[src/rtl/delay_calc_array_if.sv]
// Request/result bundle for delay_calc_array.
//   master : drives start, mode, x0, pitch, x_f, z_f, scale, out_ready
//   slave  : drives busy, out_valid, out_ch, out_delay, out_sat, done, state_dbg
// Handshake: a result transfers on a rising clk edge where out_valid and
// out_ready are both 1. While out_valid is 1 the producer holds out_ch,
// out_delay and out_sat stable and does not drop out_valid until that
// transfer. out_ready may change freely and never depends on out_valid.
interface delay_calc_array_if #(
  parameter int CH_W    = 3,
  parameter int COORD_W = 16,
  parameter int SCALE_W = 16,
  parameter int DELAY_W = 12
);
  logic               start;
  logic               mode;
  logic [COORD_W-1:0] x0;
  logic [COORD_W-1:0] pitch;
  logic [COORD_W-1:0] x_f;
  logic [COORD_W-1:0] z_f;
  logic [SCALE_W-1:0] scale;
  logic               busy;
  logic               out_valid;
  logic               out_ready;
  logic [CH_W-1:0]    out_ch;
  logic [DELAY_W-1:0] out_delay;
  logic               out_sat;
  logic               done;
  logic [2:0]         state_dbg;

  modport master (
    output start, mode, x0, pitch, x_f, z_f, scale, out_ready,
    input  busy, out_valid, out_ch, out_delay, out_sat, done, state_dbg
  );

  modport slave (
    input  start, mode, x0, pitch, x_f, z_f, scale, out_ready,
    output busy, out_valid, out_ch, out_delay, out_sat, done, state_dbg
  );
endinterface

[src/rtl/delay_calc_array.sv]
// Multi-channel focal delay calculator.
// For one focal point (x_f, z_f) it walks N_CH linearly spaced elements
// (x0, x0+pitch, ...) and for each one computes
//   delay = floor(path * scale / 2^SCALE_FRAC),  path = floor(sqrt(dx^2+dz^2))
//   (+ z_f in plane-wave mode, clamped at 0), saturated to DELAY_W bits.
// Ports:
//   clk, reset : rising-edge clock, synchronous active-high reset
//   bus        : delay_calc_array_if slave (request inputs, result stream,
//                busy/done status, state_dbg = current FSM state encoding)
module delay_calc_array #(
  parameter int N_CH       = 8,
  parameter int CH_W       = 3,
  parameter int COORD_W    = 16,
  parameter int SCALE_W    = 16,
  parameter int SCALE_FRAC = 8,
  parameter int DELAY_W    = 12
) (
  input  logic clk,
  input  logic reset,
  delay_calc_array_if.slave bus
);
  localparam int RT_W   = COORD_W + 2;
  localparam int SQ_W   = 2 * COORD_W + 2;
  localparam int SUM_W  = 2 * RT_W;
  localparam int PATH_W = RT_W + 1;
  localparam int PROD_W = PATH_W + SCALE_W;
  localparam int CNT_W  = $clog2(RT_W + 1);
  localparam logic [CH_W-1:0]  LAST_CH  = CH_W'(N_CH - 1);
  localparam logic [CNT_W-1:0] LAST_BIT = CNT_W'(RT_W - 1);

  typedef enum logic [2:0] {
    S_IDLE, S_SUB, S_SQUARE, S_SUM, S_SQRT, S_SCALE, S_OUT, S_DONE
  } state_t;

  state_t             state;
  logic               mode_q;
  logic [COORD_W-1:0] xf_q, zf_q, pitch_q, x_elem;
  logic [SCALE_W-1:0] scale_q;
  logic [CH_W-1:0]    ch;
  logic [COORD_W:0]   adx, adz;
  logic [SQ_W-1:0]    dx2, dz2;
  logic [SUM_W-1:0]   rad;
  logic [RT_W-1:0]    rem;
  logic [RT_W-1:0]    root;
  logic [CNT_W-1:0]   bit_cnt;
  logic               busy_q, valid_q, sat_q, done_q;
  logic [CH_W-1:0]    och_q;
  logic [DELAY_W-1:0] delay_q;

  // Differences sign-extended by one bit so the full coordinate span fits.
  logic [COORD_W:0] dx_full, dz_full, dx_abs, dz_abs;
  assign dx_full = {x_elem[COORD_W-1], x_elem} - {xf_q[COORD_W-1], xf_q};
  assign dz_full = {zf_q[COORD_W-1], zf_q};
  assign dx_abs  = dx_full[COORD_W] ? -dx_full : dx_full;
  assign dz_abs  = dz_full[COORD_W] ? -dz_full : dz_full;

  // Restoring square root, two radicand bits per step. Before the last step
  // the partial remainder stays below 2^RT_W; the final remainder is unused,
  // so truncating it to RT_W bits is harmless.
  logic [RT_W+1:0] rem_shift, trial;
  logic            take;
  assign rem_shift = {rem, rad[SUM_W-1 -: 2]};
  assign trial     = {root, 2'b01};
  assign take      = (rem_shift >= trial);

  // Path with optional plane-wave term; bit RT_W+1 is the sign.
  logic [RT_W+1:0]   path_s;
  logic [PATH_W-1:0] path_u;
  logic [PROD_W-1:0] prod, delay_full;
  logic              sat;
  assign path_s     = {2'b00, root} +
                      (mode_q ? {{(RT_W+2-COORD_W){zf_q[COORD_W-1]}}, zf_q} : '0);
  assign path_u     = path_s[RT_W+1] ? '0 : path_s[PATH_W-1:0];
  assign prod       = PROD_W'(path_u) * PROD_W'(scale_q);
  assign delay_full = prod >> SCALE_FRAC;
  assign sat        = |delay_full[PROD_W-1:DELAY_W];

  always_ff @(posedge clk) begin
    if (reset) begin
      state   <= S_IDLE;
      mode_q  <= 1'b0;
      xf_q    <= '0;
      zf_q    <= '0;
      pitch_q <= '0;
      x_elem  <= '0;
      scale_q <= '0;
      ch      <= '0;
      adx     <= '0;
      adz     <= '0;
      dx2     <= '0;
      dz2     <= '0;
      rad     <= '0;
      rem     <= '0;
      root    <= '0;
      bit_cnt <= '0;
      busy_q  <= 1'b0;
      valid_q <= 1'b0;
      sat_q   <= 1'b0;
      done_q  <= 1'b0;
      och_q   <= '0;
      delay_q <= '0;
    end else begin
      case (state)
        S_IDLE: begin
          if (bus.start) begin
            mode_q  <= bus.mode;
            xf_q    <= bus.x_f;
            zf_q    <= bus.z_f;
            scale_q <= bus.scale;
            pitch_q <= bus.pitch;
            x_elem  <= bus.x0;
            ch      <= '0;
            busy_q  <= 1'b1;
            state   <= S_SUB;
          end
        end
        S_SUB: begin
          adx   <= dx_abs;
          adz   <= dz_abs;
          state <= S_SQUARE;
        end
        S_SQUARE: begin
          dx2   <= SQ_W'(adx) * SQ_W'(adx);
          dz2   <= SQ_W'(adz) * SQ_W'(adz);
          state <= S_SUM;
        end
        S_SUM: begin
          rad     <= SUM_W'(dx2) + SUM_W'(dz2);
          rem     <= '0;
          root    <= '0;
          bit_cnt <= '0;
          state   <= S_SQRT;
        end
        S_SQRT: begin
          rem     <= take ? RT_W'(rem_shift - trial) : RT_W'(rem_shift);
          root    <= {root[RT_W-2:0], take};
          rad     <= rad << 2;
          bit_cnt <= bit_cnt + 1'b1;
          if (bit_cnt == LAST_BIT) state <= S_SCALE;
        end
        S_SCALE: begin
          delay_q <= sat ? '1 : delay_full[DELAY_W-1:0];
          sat_q   <= sat;
          och_q   <= ch;
          valid_q <= 1'b1;
          state   <= S_OUT;
        end
        S_OUT: begin
          if (bus.out_ready) begin
            valid_q <= 1'b0;
            x_elem  <= x_elem + pitch_q;
            ch      <= ch + 1'b1;
            if (ch < LAST_CH) begin
              state <= S_SUB;
            end else begin
              done_q <= 1'b1;
              state  <= S_DONE;
            end
          end
        end
        S_DONE: begin
          done_q <= 1'b0;
          busy_q <= 1'b0;
          state  <= S_IDLE;
        end
        default: state <= S_IDLE;
      endcase
    end
  end

  assign bus.busy      = busy_q;
  assign bus.out_valid = valid_q;
  assign bus.out_ch    = och_q;
  assign bus.out_delay = delay_q;
  assign bus.out_sat   = sat_q;
  assign bus.done      = done_q;
  assign bus.state_dbg = state;
endmodule

[src/flat_wrapper.sv]
// flat-port wrapper written by rule: the top's interface ports become plain ports
module delay_calc_array_flat 
#(
  parameter int N_CH       = 8,
  parameter int CH_W       = 3,
  parameter int COORD_W    = 16,
  parameter int SCALE_W    = 16,
  parameter int SCALE_FRAC = 8,
  parameter int DELAY_W    = 12
)
  (clk, reset, bus_start, bus_mode, bus_x0, bus_pitch, bus_x_f, bus_z_f, bus_scale, bus_out_ready, bus_busy, bus_out_valid, bus_out_ch, bus_out_delay, bus_out_sat, bus_done, bus_state_dbg);
  delay_calc_array_if #(.CH_W(CH_W), .COORD_W(COORD_W), .SCALE_W(SCALE_W), .DELAY_W(DELAY_W)) bus_i ();
  input  logic clk;
  input  logic reset;
  input wire logic [$bits(bus_i.start)-1:0] bus_start;
  input wire logic [$bits(bus_i.mode)-1:0] bus_mode;
  input wire logic [$bits(bus_i.x0)-1:0] bus_x0;
  input wire logic [$bits(bus_i.pitch)-1:0] bus_pitch;
  input wire logic [$bits(bus_i.x_f)-1:0] bus_x_f;
  input wire logic [$bits(bus_i.z_f)-1:0] bus_z_f;
  input wire logic [$bits(bus_i.scale)-1:0] bus_scale;
  input wire logic [$bits(bus_i.out_ready)-1:0] bus_out_ready;
  output wire logic [$bits(bus_i.busy)-1:0] bus_busy;
  output wire logic [$bits(bus_i.out_valid)-1:0] bus_out_valid;
  output wire logic [$bits(bus_i.out_ch)-1:0] bus_out_ch;
  output wire logic [$bits(bus_i.out_delay)-1:0] bus_out_delay;
  output wire logic [$bits(bus_i.out_sat)-1:0] bus_out_sat;
  output wire logic [$bits(bus_i.done)-1:0] bus_done;
  output wire logic [$bits(bus_i.state_dbg)-1:0] bus_state_dbg;
  assign bus_i.start = bus_start;
  assign bus_i.mode = bus_mode;
  assign bus_i.x0 = bus_x0;
  assign bus_i.pitch = bus_pitch;
  assign bus_i.x_f = bus_x_f;
  assign bus_i.z_f = bus_z_f;
  assign bus_i.scale = bus_scale;
  assign bus_i.out_ready = bus_out_ready;
  assign bus_busy = bus_i.busy;
  assign bus_out_valid = bus_i.out_valid;
  assign bus_out_ch = bus_i.out_ch;
  assign bus_out_delay = bus_i.out_delay;
  assign bus_out_sat = bus_i.out_sat;
  assign bus_done = bus_i.done;
  assign bus_state_dbg = bus_i.state_dbg;
  delay_calc_array #(.N_CH(N_CH), .CH_W(CH_W), .COORD_W(COORD_W), .SCALE_W(SCALE_W), .SCALE_FRAC(SCALE_FRAC), .DELAY_W(DELAY_W)) u_core (.clk(clk), .reset(reset), .bus(bus_i));
endmodule
[config.mk]
export PLATFORM = sky130hd
export DESIGN_NAME = delay_calc_array_flat
export DESIGN_NICKNAME = d
export VERILOG_FILES = /design/src/rtl/delay_calc_array_if.sv /design/src/rtl/delay_calc_array.sv /design/src/flat_wrapper.sv
export SDC_FILE = /design/constraint.sdc
export NUM_CORES = 2
export LEC_CHECK = 0
export ABC_AREA = 0
export BUFFER_PORTS_ARGS = -buffer_cell sky130_fd_sc_hd__buf_2
export CORE_MARGIN = 2
export CORE_UTILIZATION = 35
export CTS_CLUSTER_SIZE = 25
export DETAILED_ROUTE_END_ITERATION = 8
export PLACE_DENSITY_LB_ADDON = 0.05
export RECOVER_POWER = 50
export SKIP_CTS_REPAIR_TIMING = 1
export SYNTH_ARGS = -nofsm -noshare
export SYNTH_HDL_FRONTEND = slang
export SYNTH_SLANG_ARGS = --single-unit
[constraint.sdc]
create_clock -name clk -period 14.5 [get_ports clk]
set_clock_uncertainty 0.1 [all_clocks]
set_input_delay 0.725 -clock clk [delete_from_list [all_inputs] [get_ports clk]]
set_output_delay 0.725 -clock clk [all_outputs]
set_load 0.05 [all_outputs]
==> flow_summary_export.csv <==
group,metric,value,unit
pwr,ir_drop,79.2,uV
detailed_routing,detail-route-antenna-nets,0,
critical_path,worstPathArrival,11.29,ns
timing,fin_setup_tns,0,ns
timing,period_needed,11.09,ns
clock_tree,cts_root_buf,"clkbuf_16",
floorplan,rows,126,
critical_path,critPathMaxStageDelay,0.98,ns
placed_design,dpl.hpwl,92.6,mm
job,cap_violations,4,
timing,max_slew_margin,-178,%
synthesis,syn_area,41700,sq um
floorplan,core_area,118000,sq um
clock_tree,clk_latency,0.61,ns
synthesis,netlist_instances,4953,
global_routing,grt_pass1_wl,192,mm
global_routing,grt_pass1_vias,34200,
run_status,status,"finished with violations",
clock_tree,cts_htree_levels,2,
timing,drv_slew,279,
floorplan,die_x,349,um
floorplan,die_height,349,um
critical_path,critical_path.reg2reg.endpoint,"u_core.bus.out_sat$_SDFFE_PP0P_",
pwr,seqPwrFrac,30.3,%
finish,area_growth,8.32,%
critical_path,slowest_stage,"nor2_1",
finish,diodes,0,
hold_path,whs_path_depth,3,
global_routing,gr-total-overflow,0,
finish,layout.nets,6065,
critical_path,critPathCaptureType,"flop",
critical_path,cp_max_fo,17,
synthesis,synthArstFlopShare,0,%
critical_path,crit_type,"reg -> reg",
pwr,p_switching,0.00113,W
detailed_routing,drcViolationCount,0,
pwr,powerDensity,66.2,nW/um^2
synthesis,syn_nets,6078,
timing,timing.hold.ws,0.246,ns
finish,final_layout_size_suffix_gt1_share,4.87,%
critical_path,cp.required,14.70,ns
critical_path,start_kind,"flop",
clock_tree,cts.sinks,283,
critical_path,path_buf_inv,7,
synthesis,synth_seq_cells,283,
timing,hold_violations,0,
hold_path,worstHoldStart,"bus_scale[13]",
clock_tree,clockBufferDepth,3,
placed_design,gp_congestion,0.822,
global_routing,antenna_found_initial,2,
hold_path,whs_endpoint,"u_core.scale_q[13]$_SDFFE_PP0P_",
pwr,p_int,0.00186,W
timing,finalCritPeriodShare,76.5,%
detailed_routing,vias,31700,
critical_path,worst-r2r-setup-slack,3.41,ns
finish,final_cell_mix,"inv_1, nand2_1, fa_1",
clock_tree,path_clk_slew,0.06,ns
synthesis,synth_edf_count,0,
floorplan,start_util,35.3,%
critical_path,crit_family,"adder cells",
pwr,comb_power_share,33.9,%
finish,mostFrequentLayoutCell,"inv_1",
synthesis,ys_seq_area_share,13.6,%
clock_tree,numCtsBuffers,40,
detailed_routing,drtIter0Drc,1436,
timing,tightestPinTransition,4.17,ns
detailed_routing,firstDrtPassIters,5,
synthesis,ys_warn_count,0,
floorplan,dieArea,122000,sq um
detailed_routing,totalWireLength,116,mm
timing,finalSetupViolations,0,
pwr,p_leak,21.7,nW
clock_tree,cts_tree,"yes",
global_routing,grtUsageTotal,19.8,%
critical_path,r2r-start,"u_core.zf_q[15]$_SDFFE_PP0P_",
placed_design,port_buffers,106,
synthesis,synth.avg_cell_area,8.41,sq um
pwr,p_clk_share,35.8,%
critical_path,reg2reg_depth,34,
global_routing,grt_max_degree,79,
floorplan,num_io_pins,107,
pwr,swShare,37.7,%
detailed_routing,routedWlPerCell,17.8,um
timing,fmax,90.1,MHz
timing,rsz0062_at_grt,"no",
critical_path,cp-startpoint,"u_core.zf_q[15]$_SDFFE_PP0P_",
detailed_routing,viasPerCell,4.88,
hold_path,hold_path.class,"in -> reg",
synthesis,synth_top_flop_cell,"dfxtp_1",
run_status,failed_checks,"max-capacitance violations, max-slew violations",
synthesis,synth.distinct_cells,79,
tightest hold or removal path, delay by kind of cell:
| family | cells | cell delay, ns |
|---|---|---|
| and+or+nand+nor | 1 | 0.04 |
| buffers and inverters | 1 | 0.09 |
| AOI/OAI and AO/OA | 1 | 0.05 |
registers in the layout, summed over array words and instances, names as in the netlist, 17 cells and up:
register	cells
u_core.root	18
u_core.adz	17
u_core.rem	18
u_core.rad	36
u_core.dx2	33
u_core.dz2	33
u_core.adx	17
per-stage QoR:
step / utilization [%] / area [sq um] / worst slack, ns / power (W) / cells
after CTS: 38.3 / 45200 / 3.52 / 0.00305 / 6504
after detailed placement: 37.1 / 43800 / 3.56 / 0.00195 / 6434
after global routing: 38.2 / 45100 / 2.64 / 0.00322 / 6504
after floorplan: - / 41700 / 5.13 / 0.00163 / 4953
after global placement: 37.1 / 43800 / 3.65 / 0.00196 / 6434
final: 38.2 / 45100 / 3.41 / 0.00299 / 6504
synthesized netlist by cell type (78+ instances only):
cell type,number,share of area (%)
inv_1,908,8.2
nand2_1,669,6.0
fa_1,622,30
ha_1,418,13
a21oi_1,300,3.6
dfxtp_1,283,14
and2_1,267,4.0
nor2_1,231,2.1
clkbuf_1,202,1.8
o21ai_0,112,1.3
xnor2_1,99,2.1
a21o_1,79,1.4
xor2_1,78,1.6
power groups by stage:
stage	clock network, W	logic, W	registers, W
floorplan	0	0.000762	0.000869
global placement	0	0.00103	0.000924
detailed placement	0	0.00103	0.000924
CTS	0.00111	0.00104	0.000907
global route	0.00114	0.00117	0.000914
finish	0.00107	0.00101	0.000906
area by class of cell:
class | instances | area (sq um)
fill | 12300 | 73000
multi-input combinational | 3547 | 31800
sequential | 283 | 5670
inverter | 908 | 3410
tap | 1536 | 1920
clock buffer | 53 | 1110
timing repair buffer | 160 | 897
clock inverter | 17 | 309
worst max-delay path by stage:
stage / to / slack [ns] / depth (start not counted)
2_1_floorplan: u_core.bus.out_delay[0]$_SDFFE_PP0P_ / 5.13 / 39
3_3_place_gp: u_core.bus.out_sat$_SDFFE_PP0P_ / 3.65 / 31
3_5_place_dp: u_core.bus.out_delay[6]$_SDFFE_PP0P_ / 3.56 / 34
4_1_cts: u_core.bus.out_delay[4]$_SDFFE_PP0P_ / 3.52 / 34
5_1_grt: u_core.bus.out_sat$_SDFFE_PP0P_ / 2.64 / 34
6_report: u_core.bus.out_sat$_SDFFE_PP0P_ / 3.41 / 34
per-layer routing:
layer	vias to the layer above	track usage [%]	wire length (um)	part of all wire, %
li1	15700	-	-	-
met1	15600	27.5	56300	48
met2	292	34.2	56000	48
met3	70	1.83	2650	2.3
met4	2	2.44	1080	0.93
met5	-	0	7	0.0060
kinds of logic after synthesis:
kind of cell             count (synthesis)  synth area share [%]
adder cells (fa/ha/maj)               1040                  42.4
XOR/XNOR                               177                  3.72
buffers and inverters                 1123                  10.1
multiplexers                            31                 0.763
AND/OR/NAND/NOR                       1476                  16.6
flip-flops                             283                  13.6
AO/OA/AOI/OAI                          823                  12.7
No activity file was read; power rests on OpenSTA's default activity.
